`config.mk`:
```
export PLATFORM = sky130hd
export DESIGN_NAME = fir_seq_ctrl
export DESIGN_NICKNAME = d
export VERILOG_FILES = /design/src/rtl/fir_pkg.sv /design/src/rtl/fir_mac.sv /design/src/rtl/fir_seq_ctrl.sv
export SDC_FILE = /design/constraint.sdc
export NUM_CORES = 1
export LEC_CHECK = 0
export ABC_AREA = 1
export BUFFER_PORTS_ARGS = -buffer_cell sky130_fd_sc_hd__buf_4
export CAP_MARGIN = 0
export CORE_MARGIN = 2
export CORE_UTILIZATION = 63
export DETAILED_ROUTE_END_ITERATION = 6
export GPL_TIMING_DRIVEN = 0
export HOLD_SLACK_MARGIN = 0.1
export PLACE_DENSITY = 0.78
export SLEW_MARGIN = 20
export SYNTH_ARGS = -nofsm -noshare
export SYNTH_HDL_FRONTEND = slang
export SYNTH_SLANG_ARGS = --single-unit
```
`constraint.sdc`:
```
create_clock -name clk -period 5.85 [get_ports clk]
set_input_delay 1.17 -clock clk [delete_from_list [all_inputs] [get_ports clk]]
set_output_delay 1.17 -clock clk [all_outputs]
set_load 0.01 [all_outputs]
```
`src/rtl/fir_pkg.sv`:
```
// Shared constants, state encoding and power-on coefficients for the
// sequential 4-tap FIR controller.
package fir_pkg;

  localparam int DATA_W   = 8;
  localparam int NUM_TAPS = 4;
  localparam int ACC_W    = 18;
  localparam int TAP_W    = 2;

  typedef enum logic [1:0] {
    IDLE,
    MAC,
    OUT
  } fir_state_t;

  // Element [i] is the coefficient of tap i: c0..c3 = 1, 2, 3, 4.
  localparam logic [NUM_TAPS-1:0][DATA_W-1:0] DEFAULT_COEF =
    {8'd4, 8'd3, 8'd2, 8'd1};

endpackage

```
`src/rtl/fir_mac.sv`:
```
// Shared 8x8 multiplier feeding an 18-bit accumulator with synchronous clear
// and enable; one product is added per enabled cycle.
module fir_mac
  import fir_pkg::*;
(
  input  logic              clk,
  input  logic              reset,
  input  logic              clear,
  input  logic              en,
  input  logic [DATA_W-1:0] a,
  input  logic [DATA_W-1:0] b,
  output logic [ACC_W-1:0]  acc
);

  logic [2*DATA_W-1:0] prod;

  assign prod = a * b;

  // NOTE: sequential state uses non-blocking assignments so every register
  // samples pre-edge values; blocking here would create order-dependent races.
  always_ff @(posedge clk) begin
    if (reset) begin
      acc <= '0;
    end else if (clear) begin
      acc <= '0;
    end else if (en) begin
      acc <= acc + ACC_W'(prod);
    end
  end

endmodule

```
`src/rtl/fir_seq_ctrl.sv`:
```
// Sequential 4-tap FIR: accepts one sample, runs four MAC cycles through one
// shared multiplier, then holds the result until the consumer takes it.
module fir_seq_ctrl
  import fir_pkg::*;
(
  input  logic              clk,
  input  logic              reset,
  input  logic              in_valid,
  output logic              in_ready,
  input  logic [DATA_W-1:0] x,
  output logic              out_valid,
  input  logic              out_ready,
  output logic [DATA_W-1:0] y,
  output logic              y_ovf,
  input  logic              coef_we,
  input  logic [TAP_W-1:0]  coef_addr,
  input  logic [DATA_W-1:0] coef_wdata,
  output logic              busy
);

  fir_state_t                         state;
  logic [TAP_W-1:0]                   tap;
  logic [DATA_W-1:0]                  x_reg, d0, d1, d2;
  logic [NUM_TAPS-1:0][DATA_W-1:0]    coef;
  logic [DATA_W-1:0]                  sample;
  logic [ACC_W-1:0]                   acc;
  logic                               accept;

  assign accept = in_valid & in_ready;

  always_comb begin
    sample = x_reg;
    unique case (tap)
      2'd0: sample = x_reg;
      2'd1: sample = d0;
      2'd2: sample = d1;
      2'd3: sample = d2;
      default: sample = x_reg;
    endcase
  end

  fir_mac u_mac (
    .clk   (clk),
    .reset (reset),
    .clear (accept),
    .en    (state == MAC),
    .a     (sample),
    .b     (coef[tap]),
    .acc   (acc)
  );

  // Result is read straight from the accumulator, which is frozen outside MAC.
  assign y     = acc[DATA_W-1:0];
  assign y_ovf = |acc[ACC_W-1:DATA_W];

  // NOTE: the coefficient bank is four flops, not a RAM, so it is reset to
  // its defaults along with the rest of the state.
  always_ff @(posedge clk) begin
    if (reset) begin
      state     <= IDLE;
      tap       <= '0;
      x_reg     <= '0;
      d0        <= '0;
      d1        <= '0;
      d2        <= '0;
      coef      <= DEFAULT_COEF;
      in_ready  <= 1'b1;
      out_valid <= 1'b0;
      busy      <= 1'b0;
    end else begin
      unique case (state)
        IDLE: begin
          if (coef_we) coef[coef_addr] <= coef_wdata;
          if (accept) begin
            x_reg    <= x;
            tap      <= '0;
            state    <= MAC;
            in_ready <= 1'b0;
            busy     <= 1'b1;
          end
        end
        MAC: begin
          tap <= tap + 2'd1;
          if (tap == TAP_W'(NUM_TAPS - 1)) begin
            state     <= OUT;
            out_valid <= 1'b1;
            d0        <= x_reg;
            d1        <= d0;
            d2        <= d1;
          end
        end
        OUT: begin
          // in_ready rises only after the handshake edge, never alongside it.
          if (out_ready) begin
            state     <= IDLE;
            out_valid <= 1'b0;
            busy      <= 1'b0;
            in_ready  <= 1'b1;
          end
        end
        default: begin
          state     <= IDLE;
          in_ready  <= 1'b1;
          out_valid <= 1'b0;
          busy      <= 1'b0;
        end
      endcase
    end
  end

endmodule

```
-- Word-level counts from Yosys, hierarchy flattened
Index checks and enable logic that the tools add are counted.
- input port bits: 23
- output and inout bits: 12
- logic and storage cells: 64
- register bits: 89
- equality and inequality tests: 8
- reduce and logical (&&, ||, !) cells: 13
- muxes and demuxes: 20
- bitwise gates (word level): 3
- $lt $le $gt $ge: 3
- multiply operators: 1
- add/sub/neg operators: 2
- operators by type and width (cell ; count):
    bitwise mux 32 bit ; 1
    one-hot mux 8 bit (4 select lines) ; 1
    adder 18 x 16 -> 18 bit ; 1
    binary-select mux 8 bit (select 2 bit) ; 1
    demux 8 bit (select 2 bit) ; 1
    multiplier 8 x 8 -> 16 bit ; 1
    2-to-1 mux 8 bit ; 2
    OR reduction 10 bit ; 1
    one-hot mux 1 bit (3 select lines) ; 3
    AND reduction 3 bit ; 3
    2-to-1 mux 2 bit ; 4
    AND reduction 2 bit ; 4
    equality test 2 bit, second input constant ; 3
    < comparator 2 x 3 -> 1 bit, second input constant ; 2
    != test 2 bit, second input constant ; 3
    one-hot mux 2 bit (3 select lines) ; 1
    2-to-1 mux 1 bit ; 5
    equality test 2 x 1 -> 1 bit, second input constant ; 2
    zero test 2 bit ; 2
    one-hot mux 2 bit (2 select lines) ; 1
    adder 2 x 1 -> 2 bit, second input constant ; 1
    >= comparator 2 x 1 -> 1 bit, second input constant ; 1
    NOT 1 bit ; 2
    nonzero test 2 bit ; 1
    3 further kinds ; 3

-- Depth between registers and ports, before layout
Gate-level depths: netlist of the first run.
- word-level depth: 5
- gate-level depth with buffers: 28
- depth with buffers taken out: 26

-- By module
Synthesis of the first run repeated with hierarchy kept, for this count alone.
- cell total of the unflattened synthesis: 950
- area total of the unflattened synthesis: 6672.6 um2
- by module, submodules not included (module ; sequential area each (um2) ; cells an instance ; times used ; area an instance (um2)):
    fir_mac ; 360.3 ; 528 ; 1 ; 3593.4
    fir_seq_ctrl ; 1421.4 ; 422 ; 1 ; 3079.2

-- Worst setup path before layout of the first run
Ideal clock, no wire load.
- path kind: flip-flop to flip-flop
- start point: register tap[0]
- end point: register u_mac.acc[8]
- arrival time: 4.748 ns
- setup slack: 0.987 ns
- cell stages (with the launch flop): 26
- buffers on the path: 3
- library setup time: 0.115 ns
- data required time: 5.735 ns
- period minus slack after synthesis: 4.863 ns
- cells stage by stage: dfxtp_1 buf_6 inv_4 buf_4 ha_1 inv_1 buf_6 nand2_1 o22ai_1 inv_1 nand2_1 fa_1 fa_1 inv_1 fa_1 inv_1 fa_1 inv_1 ha_1 nand2_1 inv_1 nand2_1 nand3_1 xor2_1 o21ai_0 inv_1
- word-level cells in the longest chain between the ends: 4
- elaborated cells between the ends (all ways): 9
- those cells by class: 1 x add/sub; 1 x mul; 3 x eq/ne; 3 x mux; 1 x reduce/logical
- ends and longest elaborated chain (element ; line ; RTL):
    start: declaration ; fir_seq_ctrl.sv:22 ; logic [TAP_W-1:0] tap;
    start signal: assignment ; fir_seq_ctrl.sv:83 ; tap <= tap + 2'd1;
    equality test 2 bit, or another cell as far along ; fir_seq_ctrl.sv:33 ; unique case (tap)
    one-hot mux 8 bit (4 select lines) / 2-to-1 mux 8 bit (equally long branches) ; fir_seq_ctrl.sv:33, fir_seq_ctrl.sv:48 ;
    multiplier 8 x 8 -> 16 bit * ; fir_mac.sv:17 ; assign prod = a * b;
    adder 18 x 16 -> 18 bit * ; fir_mac.sv:27 ; acc <= acc + ACC_W'(prod);
    end signal: assignment ; fir_mac.sv:27 ;
    end: declaration ; fir_mac.sv:12 ; output logic [ACC_W-1:0] acc
Every way passes the cells marked *; elsewhere a longest branch is shown, timed or not. The select of a mux whose other input is x is not followed.
A chain may end at the register's enable or synchronous reset.

-- Worst setup path in the final report of the first run
- start point: register tap[0]
- end point: register u_mac.acc[16]
Same word-level chain as after synthesis.

==> flow_summary.toml, run 1 <==
[logic_synthesis]
yosysWarnings = 0
syn_area_um2 = 6740
yosys_register_bits = 89
syn_area_per_cell_um2 = 7.35
synthMuxAreaShare = 0
synth-compound-area-share = 0.147
yosysSeqAreaShare = 0.264
synth-simple-area-share = 0.191
yosysUniqueCellTypes = 41
syn-num-nets = 1034
synth_top_family_by_area = "adder cells"
synthAdderAreaFrac = 0.230
synth-xor-area-share = 0.0104
netlist_instances = 917

[clock_network]
insertion_delay_ns = 0.39
cts.path.max_buffers = 2
clk_pin_slew_ns = 0.10
cts_htree_levels = 3
holdBufCountCts = 0
clock-sinks = 89
cts_buffers = 9
cts-root-buf = "clkbuf_8"
tritoncts = "built"

[detailed_routing]
ant_nets = 0
firstDrtPassIters = 5
via_per_inst = 5.23
drt_iter0_markers = 291
drc = 0
vias = 5770
routed_wl_um = 15600
detail_route.wl_per_cell_um = 14.2

[job]
maxCapViolations = 0

[power]
power.leakage_nw = 3.72
powerDensity_nw_per_um2 = 274
max-vdd-ir-drop_mv = 0.226

[cells_and_area]
antenna_cells = 0
drive_gt1_frac = 0.125
fin_nets = 1079
top_regs = "coef (32), u_mac.acc (18)"
area_growth_syn_to_layout_pct = 9.47
largest_register = "coef"
final_common_cell = "inv_1"
final_cell_mix = "inv_1, nand2_1, dfxtp_1, nor2_1, a21oi_1"
largest_reg_flops = 32

[placed_design]
dp_slack_ns = 0.0547
io_buffers = 33
place_congestion = 0.909
dp_hpwl_um = 12100

[worst_setup_path]
crit_start = "tap[0]"
crit_path_top_delay_cell = "fa_1"
arrival_ns = 5.81
r2r_cells = 28
r2r-start = "tap[0]"
critPathCapture = "u_mac.acc[16]"
cp_common_cell = "nand2_1"
endpoint_kind = "register"
r2r-end = "u_mac.acc[16]"
r2r_slack_ns = 0.34
criticalPathCategory = "register to register"
slowest_delay_ns = 0.53
crit_fanout = 11
required_ns = 6.15
setup.worst_path.start_class = "register"

[floorplan]
start_util = 0.650
fp.dieW_um = 107
fp.coreArea_um2 = 10400
die_area_um2 = 11500
rows = 37
dieHeight_um = 107
io_pins = 35

[worst_hold_path]
hold_depth = 2
min_path_type = "register to register"

[sta]
fin_setup_tns_ns = 0
layout_min_cycle_time_ns = 5.51
slew_viol_final = 0
relSlewSlack = 0.643
hold_viol_final = 0
rsz0062_at_grt = "no"
fin_hold_ws_ns = 0.454
clock.fmax_mhz = 181
final.period_utilization = 0.943
setup_violations = 0
clock_skew_ns = 0.0145
worst_slew_pin_slew_ns = 0.536
fin_ws_ns = 0.336

[global_routing]
grt_pass1_wl_um = 26500
grt_overflow_total = 0
grt_use_total = 0.297
antenna_found_initial = 0
grt_pass1_vias = 5570
grt_max_degree = 14

[run_status]
outcome = "completed"
==> synthesized netlist by cell type, drive strengths merged <==
cell	count	area share
a211oi	3	0.0041
a21oi	77	0.058
a221oi	1	0.0013
a22oi	1	0.0032
a32oi	7	0.017
and2	1	0.00093
buf	30	0.033
clkbuf	6	0.0033
dfxtp	89	0.26
fa	50	0.15
ha	44	0.082
inv	217	0.12
nand2	163	0.092
nand3	35	0.027
nand3b	1	0.0011
nand4	4	0.0037
nor2	88	0.051
nor3	2	0.0039
nor4	2	0.0019
o211ai	2	0.0022
o21ai	61	0.046
o22ai	16	0.016
or2	9	0.0084
xnor2	1	0.0013
xor2	7	0.0091
==> worst min-delay path by stage <==
stage	from	slack (ns)	endpoint
after floorplan	coef[26]	0.42	coef[26]
after global placement	coef[2]	0.44	coef[2]
after detailed placement	coef[26]	0.44	coef[26]
after CTS	coef[2]	0.46	coef[2]
after global routing	d2[3]	0.48	d2[3]
final	coef[30]	0.45	coef[30]
==> stage by stage <==
step	instance area, um^2	utilization	power (W)	cells
floorplan	6740	-	0.00139	917
global placement	7160	0.690	0.00160	1086
detailed placement	7160	0.690	0.00162	1086
CTS	7320	0.705	0.00200	1102
global route	7380	0.712	0.00220	1103
finish	7380	0.712	0.00202	1103
==> per-layer routing <==
metal  wire length, um  GRT usage  vias to the layer above
li1                  -          -                     2918
met1              7150      0.399                     2684
met2              7340      0.481                      150
met3               901     0.0575                       18
met4               236      0.101                        0
met5                 0          0                        -
==> power breakdown <==
part           leakage (nW)  internal [W]  switching, W
Sequential            0.725      0.000640     0.0000225
Combinational          2.92      0.000364      0.000607
Clock                0.0774      0.000154      0.000232
Total                  3.72       0.00116      0.000862
==> cells by family after synthesis <==
kind of cell             after synthesis
AND/OR/NAND/NOR                      305
buffers and inverters                253
AO/OA/AOI/OAI                        168
adder cells (fa/ha/maj)               94
flip-flops                            89
XOR/XNOR                               8
==> worst max-delay path, delay by kind of cell (launching register included) <==
kind	cells	cell delay, ns
compound gates	1	0.24
fa+ha+maj	6	2.55
buf+inv	11	1.14
flops	1	0.40
simple gates	10	1.08
==> layout make-up <==
type                            count  area [um^2]
Tap cell                          136          170
Fill cell                         895         2990
Timing Repair Buffer               35          263
Multi-Input combinational cell    575         3950
Sequential cell                    89         1780
Clock inverter                      3         17.5
Clock buffer                       13          139
Buffer                             35          240
Inverter                          217          817
==> what timing repair did <==
action | in CTS | in global routing
buffers inserted | 0 | 2
endpoints found under the setup margin | 0 | 10
endpoints found under the hold margin | 0 | 0
resized for setup | 0 | 10
Note: power is estimated with default switching activity, not from simulation.
==> run 2, diff against run 1 <==
Settings changed: CAP_MARGIN 0 to 20, CORE_UTILIZATION 63 to 57, GPL_ROUTABILITY_DRIVEN from default to 1, PLACE_DENSITY 0.78 to 0.74.
Clock period 5.85 ns to 5 ns, I/O delays scaled along.
==> flow_summary.toml, run 2 (synthesized netlist as in run 1, its figures left out) <==
[global_routing]
grt_pass1_wl_um = 27800
grt_overflow_total = 0
grt_max_degree = 17
grt_pass1_vias = 5743
antenna_found_initial = 0
grt_use_total = 0.276

[worst_setup_path]
setup.worst_path.start_class = "register"
cp_common_cell = "nand2_1"
arrival_ns = 5.08
required_ns = 5.25
worst-path-buf-inv = 9
slowest_delay_ns = 0.54
crit_fanout = 9
crit_path_top_delay_cell = "fa_1"
endpoint_kind = "register"
criticalPathCategory = "register to register"
path_delay_family = "adder cells"

[clock_network]
cts.path.max_buffers = 2
clock-sinks = 89
holdBufCountCts = 0
clk_pin_slew_ns = 0.08
cts_htree_levels = 3
cts_buffers = 9
tritoncts = "built"
cts-root-buf = "clkbuf_16"
insertion_delay_ns = 0.36

[run_status]
outcome = "completed"

[sta]
clock_skew_ns = 0.0152
layout_min_cycle_time_ns = 4.83
clock.fmax_mhz = 207
fin_hold_ws_ns = 0.455
final.period_utilization = 0.967
setup_violations = 0
hold_viol_final = 0
worst_slew_pin_slew_ns = 0.650
relSlewSlack = 0.565
slew_viol_final = 0

[cells_and_area]
largest_register = "coef"
area_growth_syn_to_layout_pct = 20.4
top_regs = "coef (32), u_mac.acc (18)"
drive_gt1_frac = 0.206
fin_nets = 1098
final_common_cell = "inv_1"
final_cell_mix = "inv_1, nand2_1, dfxtp_1, nor2_1, a21oi_1"
design_area_um2 = 8120
largest_reg_flops = 32
antenna_cells = 0

[placed_design]
place_congestion = 0.872
dp_hpwl_um = 12200
io_buffers = 33
placed_cell_area_um2 = 7170

[power]
p_sw_frac = 0.402
max-vdd-ir-drop_mv = 0.284
combPwrFrac = 0.486
power.leakage_nw = 3.91
p_clk_frac = 0.245
total_power_w = 0.00289
power.internal_w = 0.00173
pwr-share-seq = 0.269
switchingPower_w = 0.00116
powerDensity_nw_per_um2 = 356

[detailed_routing]
vias = 5973
ant_nets = 0
via_per_inst = 5.29
firstDrtPassIters = 4
drt_iter0_markers = 425
detail_route.wl_per_cell_um = 15.0
routed_wl_um = 16900
drc = 0

[floorplan]
start_util = 0.588
fp.coreArea_um2 = 11500
fp.dieW_um = 113
dieHeight_um = 113
die_area_um2 = 12700
rows = 39
io_pins = 35

[worst_hold_path]
min_path_type = "register to register"

[job]
maxCapViolations = 0
run 2: changes by cell type in the layout (fill, tap and decap cells not counted), moves of 10 or more:
cell     previous run  this run
inv_1             203       188
nand2_1           161       146
nand2_2             1        14
inv_2              13        24
ha_4                0        10
ha_1               44        33
buf_4              46        59
run 2: repair_timing:
action | CTS | global route
gates cloned | 1 | 0
setup buffers | 9 | 11
setup endpoints to repair | 12 | 11
pin swaps | 12 | 34
resized for setup | 46 | 64
endpoints found under the hold margin | 0 | 0
run 2: final cells by class:
cell class,instances,area [um^2]
buffer,35,270
clock buffer,10,229
clock inverter,6,73.8
fill,917,3350
inverter,217,840
multi-input combinational,575,4290
sequential,89,1790
tap,143,179
timing repair buffer,54,445
run 2: final timing paths:
| path | startpoint | endpoint | slack (ns) | cells past startpoint |
|---|---|---|---|---|
| worst max-delay path | tap[0] | u_mac.acc[17] | 0.17 | 26 |
| worst min-delay path | coef[5] | coef[5] | 0.46 | 2 |
| worst max register to register | tap[0] | u_mac.acc[17] | 0.17 | 26 |
| worst min register to register | coef[5] | coef[5] | 0.46 | 2 |
run 2: per-layer routing:
metal  global-route usage  part of all wire  vias to the layer above
met4                0.102             0.023                        0
met3               0.0455             0.058                       31
met5                    0                 0                        -
li1                     -                 -                     2955
met2                0.447              0.47                      170
met1                0.374              0.45                     2817
run 2: power groups by stage:
stage / Sequential (W) / Combinational (W) / Clock (W)
after CTS: 0.000778 / 0.00126 / 0.000712
after floorplan: 0.000784 / 0.000841 / 0
final: 0.000778 / 0.00140 / 0.000707
after global placement: 0.000789 / 0.00109 / 0
after global routing: 0.000783 / 0.00157 / 0.000743
after detailed placement: 0.000790 / 0.00110 / 0
run 2: through the flow:
step	setup WS, ns	std cells	TNS (ns)	utilization
2_1_floorplan	0.137	917	0	-
3_3_place_gp	-0.605	1093	-5.42	0.625
3_5_place_dp	-0.649	1093	-5.84	0.625
4_1_cts	0.0000635	1118	0	0.679
5_1_grt	-0.0204	1129	-0.0204	0.708
6_report	0.166	1129	0	0.708
run 2: tightest hold or removal path, stage by stage, from the launching register on:
cell     delay [ns]
dfxtp_1        0.30
inv_1          0.06
a21oi_1        0.05
